**src/rtl/pwm_spi_pkg.sv**
```systemverilog
// Constants and FSM encoding shared by the SPI PWM host and the PWM driver.
// The command byte layout is {write, 5'b0, addr}.
package pwm_spi_pkg;

    localparam int         NUM_CHANNELS  = 4;
    localparam int         CMD_WRITE_BIT = 7;
    localparam int         CMD_ADDR_LSB  = 0;
    localparam int         CMD_ADDR_MSB  = 1;
    localparam logic [7:0] FILL_BYTE     = 8'h00;

    typedef enum logic [2:0] {
        ST_IDLE,
        ST_SETUP,
        ST_HIGH,
        ST_LOW,
        ST_GAP
    } spi_state_t;

    function automatic logic [7:0] make_cmd(input logic write, input logic [1:0] addr);
        logic [7:0] cmd;
        cmd                             = FILL_BYTE;
        cmd[CMD_WRITE_BIT]              = write;
        cmd[CMD_ADDR_MSB:CMD_ADDR_LSB]  = addr;
        return cmd;
    endfunction

endpackage

```
**src/rtl/spi_phase_timer.sv**
```systemverilog
// Down-counter marking the last clk cycle of each sclk phase (HALF_PERIOD cycles long).
// 'restart' reloads the counter so the next phase starts a full HALF_PERIOD later.
module spi_phase_timer #(
    parameter int HALF_PERIOD = 2
) (
    input  logic clk,
    input  logic reset_n,
    input  logic restart,
    output logic expire
);

    localparam int             CW   = $clog2(HALF_PERIOD + 1);
    localparam logic [CW-1:0]  LAST = CW'(HALF_PERIOD - 1);

    logic [CW-1:0] count;

    always_ff @(posedge clk) begin
        if (!reset_n || restart || count == '0) begin
            count <= LAST;
        end else begin
            count <= count - 1'b1;
        end
    end

    assign expire = (count == '0);

endmodule

```
**src/rtl/spi_pwm_host.sv**
```systemverilog
// SPI initiator for the 4-channel PWM driver: one request becomes one SPI frame
// (cmd byte, data/fill byte, optional echo byte); the response is a one-cycle pulse.
module spi_pwm_host
    import pwm_spi_pkg::*;
#(
    parameter int HALF_PERIOD = 2,
    parameter bit WRITE_ECHO  = 1'b1
) (
    input  logic       clk,
    input  logic       reset_n,
    input  logic       req_valid,
    output logic       req_ready,
    input  logic       req_write,
    input  logic [1:0] req_addr,
    input  logic [7:0] req_data,
    output logic       rsp_valid,
    output logic [7:0] rsp_data,
    output logic       rsp_err,
    output logic       sclk,
    output logic       cs,
    output logic       mosi,
    input  logic       miso
);

    spi_state_t  state_q, next_state;
    logic        expire;
    logic        accept;
    logic [23:0] frame;
    logic [22:0] tx_q;
    logic [7:0]  rx_q;
    logic [7:0]  data_q;
    logic        is_write;
    logic [4:0]  bit_cnt;

    // Timer is held in reload while idle so SETUP is always a full phase.
    spi_phase_timer #(.HALF_PERIOD(HALF_PERIOD)) u_timer (
        .clk     (clk),
        .reset_n (reset_n),
        .restart (state_q == ST_IDLE),
        .expire  (expire)
    );

    assign accept = (state_q == ST_IDLE) && req_ready && req_valid;
    assign frame  = {make_cmd(req_write, req_addr),
                     req_write ? req_data : FILL_BYTE,
                     FILL_BYTE};

    // NOTE: next_state gets its default before the case so no path leaves it unassigned (no latch).
    always_comb begin
        next_state = state_q;
        case (state_q)
            ST_IDLE:  if (accept) next_state = ST_SETUP;
            ST_SETUP: if (expire) next_state = ST_HIGH;
            ST_HIGH:  if (expire) next_state = ST_LOW;
            ST_LOW:   if (expire) next_state = (bit_cnt == 5'd0) ? ST_GAP : ST_HIGH;
            ST_GAP:   if (expire) next_state = ST_IDLE;
            default:  next_state = ST_IDLE;
        endcase
    end

    // NOTE: all state here uses non-blocking assignments so every register sees pre-edge values.
    always_ff @(posedge clk) begin
        if (!reset_n) begin
            state_q   <= ST_IDLE;
            cs        <= 1'b1;
            sclk      <= 1'b0;
            mosi      <= 1'b0;
            req_ready <= 1'b0;
            rsp_valid <= 1'b0;
            rsp_data  <= '0;
            rsp_err   <= 1'b0;
            tx_q      <= '0;
            rx_q      <= '0;
            data_q    <= '0;
            is_write  <= 1'b0;
            bit_cnt   <= '0;
        end else begin
            state_q   <= next_state;
            cs        <= (next_state == ST_IDLE) || (next_state == ST_GAP);
            sclk      <= (next_state == ST_HIGH);
            req_ready <= (next_state == ST_IDLE);
            rsp_valid <= (state_q == ST_GAP) && expire;

            if (accept) begin
                is_write <= req_write;
                data_q   <= req_data;
                tx_q     <= frame[22:0];
                mosi     <= frame[23];
                bit_cnt  <= (req_write && WRITE_ECHO) ? 5'd23 : 5'd15;
            end

            // Only the final byte of the frame carries response data, LSB first.
            if (state_q == ST_HIGH && expire) begin
                if (bit_cnt < 5'd8) begin
                    rx_q <= {miso, rx_q[7:1]};
                end
                tx_q <= {tx_q[21:0], 1'b0};
                mosi <= (bit_cnt == 5'd0) ? 1'b0 : tx_q[22];
            end

            if (state_q == ST_LOW && expire && bit_cnt != 5'd0) begin
                bit_cnt <= bit_cnt - 1'b1;
            end

            if (state_q == ST_GAP && expire) begin
                rsp_data <= (is_write && !WRITE_ECHO) ? FILL_BYTE : rx_q;
                rsp_err  <= WRITE_ECHO && is_write && (rx_q != data_q);
            end
        end
    end

endmodule

```
**config.mk**
```make
export PLATFORM = sky130hd
export DESIGN_NAME = spi_pwm_host
export DESIGN_NICKNAME = d
export VERILOG_FILES = /design/src/rtl/pwm_spi_pkg.sv /design/src/rtl/spi_phase_timer.sv /design/src/rtl/spi_pwm_host.sv
export SDC_FILE = /design/constraint.sdc
export NUM_CORES = 1
export LEC_CHECK = 0
export ABC_AREA = 1
export BUFFER_PORTS_ARGS = -buffer_cell sky130_fd_sc_hd__buf_2
export CAP_MARGIN = 30
export CORE_MARGIN = 2
export CORE_UTILIZATION = 25
export CTS_BUF_LIST = sky130_fd_sc_hd__clkbuf_2
export DETAILED_ROUTE_END_ITERATION = 8
export GPL_ROUTABILITY_DRIVEN = 0
export SLEW_MARGIN = 30
export SYNTH_ARGS = -nofsm -noshare
export SYNTH_HDL_FRONTEND = slang
export SYNTH_SLANG_ARGS = --single-unit
```
**constraint.sdc**
```tcl
create_clock -name clk -period 2.34 [get_ports clk]
set_input_delay 0.351 -clock clk [delete_from_list [all_inputs] [get_ports clk]]
set_output_delay 0.351 -clock clk [all_outputs]
set_load 0.01 [all_outputs]
```
==> metrics.txt <==
num ports 29; Final TNS setup 0 ns; kind of critical path reg -> reg; post-CTS setup buffer count 0; Top Metal Used met4; CP required 2.74 ns; first-pass GRT wire length 8148 um; type of origin of the critical path flop; final worst-path cycle share 68.13%; post-route cell area 2719 um2; gr usage total 9.865%; status finished, final reports clean; relative slew slack 54.83%; DIE WIDTH 102.4 um; crit end category flop; CTS tree built; Psw 0.4620 mW; sw frac 27.05%; Max Cap Viol 0; DR WL met2 2253 um; clock share of power 28.2%; Initial Utilization 25.94%; initial drt markers 103; CTS Sinks 56; Peak Freq 0.6272 GHz; largest net degree at the start of global routing 36; crit-path max FO 16; fin nets 360; core area 9328 um2; largest family of logic cells by synthesized area simple AND/OR/NAND/NOR gates; Gate power share 12.4%; register area share after synthesis 46.33%; RSZ-0062 raised after global routing false; Longest Clk Path Bufs 2; adder-cell share of the synthesized area 1.551%; pwr/cell area 628.2 nW/um2; flops & latches, synth 56; Gate Count Post-Synth 318; simple-gate portion of the synthesized area 26.27%; CTS H-Tree Depth 2; critical path cell sequence inv_1, ha_1, nand3_1, inv_2, o21ai_0, a21oi_1; post-detail-place hpwl 3522 um; final count of pins violating max slew 0; post-route ant nets 0; power share of the sequential group 59.4%; commonest non-fill, non-tap cells in the layout 84 x nand2_1, 56 x dfxtp_1, 34 x a21oi_1; most common cell after layout, fill and taps aside nand2_1; layout cell share with drive strength beyond 1 18.08%; post-DR wirelength/cell 10.23 um; Mapped Area 2420 um2; final hold viol count 0; CTS-repair resized insts 0; Worst-Skew Late Latency 0.45 ns; Worst-Margin Slew 0.6769 ns; Synth Area in XOR/XNOR 2.534%; Mapped Nets 336; Worst EP arrival 2.00 ns; Synth Area in Compound Gates 13.55%; CTS Hold Bufs 0; vias in the first global route 1818; Int Pwr 1.246 mW; vias per cell 4.146; Max stage delay on crit path 0.38 ns; synth warn 0; ant diodes 0; TritonRoute pass-1 iters 4; metal3 WL 174 um; Placed Area 2651 um2; drt total wl 4827 um; clk_skew 0.01698 ns; Crit-path slowest cell dfxtp_1; Max VDD drop 0.0002210 V; post-synth cell types 31; multiplexer share of the synthesized area 0%; worst hold path type in -> reg; initial antenna violation count 0; Synth Area per Inst 7.610 um2; DIE AREA 10480 um2; number of cell rows 35; DR vias 1957; leakage power 1.160 nW; input/output buffers 28; grt ovf 0; Die Y 102.4 um; Synth-to-Final Area Change 12.36%; Root Buffer clkbuf_2; Final Setup Violations 0; total CTS buffers 5; M1 WL 2352 um; DRC violations left 0; crit path time final 1.594 ns; Clock transition at path regs 0.28 ns
[flip-flops by register name, indices dropped and copies added, names as in the netlist, 2 cells and up]
| register | count |
|---|---|
| u_timer.count | 2 |
| rsp_data | 8 |
| rx_q | 8 |
| tx_q | 15 |
| state_q | 3 |
| data_q | 8 |
| bit_cnt | 5 |
[critical path: cells and delay by family (launching register included)]
family	cells	cell delay, ns
adder cells (fa/ha/maj)	1	0.35
AND/OR/NAND/NOR	1	0.26
flip-flops	1	0.38
AO/OA/AOI/OAI	2	0.25
buffers and inverters	2	0.30
[power groups by stage]
stage | logic [mW] | clock network, mW | registers [mW]
after global placement | 0.211 | 0 | 1.03
after global routing | 0.243 | 0.534 | 1.02
after floorplan | 0.162 | 0 | 1.03
after detailed placement | 0.214 | 0 | 1.03
after CTS | 0.215 | 0.498 | 1.01
final | 0.212 | 0.482 | 1.01
[metrics by stage]
stage	total power [mW]	hold slack, ns	cells	setup slack, ns	util, %
finish	1.708	0.1087	472	0.7457	29.15
global route	1.798	0.07345	472	0.5529	29.15
CTS	1.728	0.08646	472	0.7346	29.15
detailed placement	1.246	0.4171	464	0.7902	28.42
global placement	1.242	0.4057	464	0.8131	28.42
floorplan	1.193	0.3901	318	0.9854	-
[logic make-up (layout without fill, tap and decap cells)]
family                     after synthesis  count (layout)
buffers and inverters                   53              78
AOI/OAI and AO/OA                       63              63
adders and majority gates                3               3
and+or+nand+nor                        136             136
DFF                                     56              56
xor gates and xnor gates                 7               7
[final timing paths]
| kind | from | endpoint | slack [ns] | cells after the start |
|---|---|---|---|---|
| setup / recovery | u_timer.count[0]$_SDFF_PP1_ | rsp_data[4]$_SDFFE_PN0P_ | 0.75 | 6 |
| hold / removal | req_data[0] | data_q[0]$_SDFFE_PN0P_ | 0.11 | 3 |
| setup reg to reg | u_timer.count[0]$_SDFF_PP1_ | rsp_data[4]$_SDFFE_PN0P_ | 0.75 | 6 |
| hold reg to reg | tx_q[21]$_SDFFE_PN0P_ | tx_q[22]$_SDFFE_PN0P_ | 0.46 | 2 |
[routing by layer]
metal  track usage, %  vias up
li1                 -     1051
met1            12.07      881
met2            16.70       20
met3            2.736        5
met4            3.385        0
met5                0        -
[synth_stat cells]
cell      count  area share (%)
inv_1        33             5.1
o21ai_1       3            0.62
inv_4         2            0.52
clkbuf_1      5            0.78
nand3_2       3             1.2
nand2_2       3            0.78
nand4_4       1            0.88
nand2_4       2            0.93
or2_2         1            0.26
a21oi_2       1            0.36
o21ai_2       1            0.36
a31oi_1       2            0.52
nor2_4        3             1.4
o21ai_0      21             4.3
buf_4         2            0.62
nand4_1       1            0.26
nor2_1       18             2.8
nand3_1      15             3.1
ha_1          3             1.6
nor2_2        1            0.26
xnor2_1       6             2.2
a21oi_1      34             7.0
buf_6         3             1.4
o21a_1        1            0.31
dfxtp_1      56              46
nor3_1        3            0.62
xor2_1        1            0.36
inv_2         6            0.93
nand2_1      84              13
buf_2         2            0.41
nand3_4       1            0.72
[final cells by class]
| cell class | instances | area [um2] |
|---|---|---|
| clock inverter | 3 | 42.54 |
| tap | 129 | 161.4 |
| clock buffer | 5 | 25.02 |
| timing repair buffer | 29 | 147.6 |
| inverter | 41 | 158.9 |
| multi-input combinational | 209 | 1062 |
| fill | 1004 | 6609 |
| sequential | 56 | 1121 |
No activity file was read; power rests on OpenSTA's default activity.
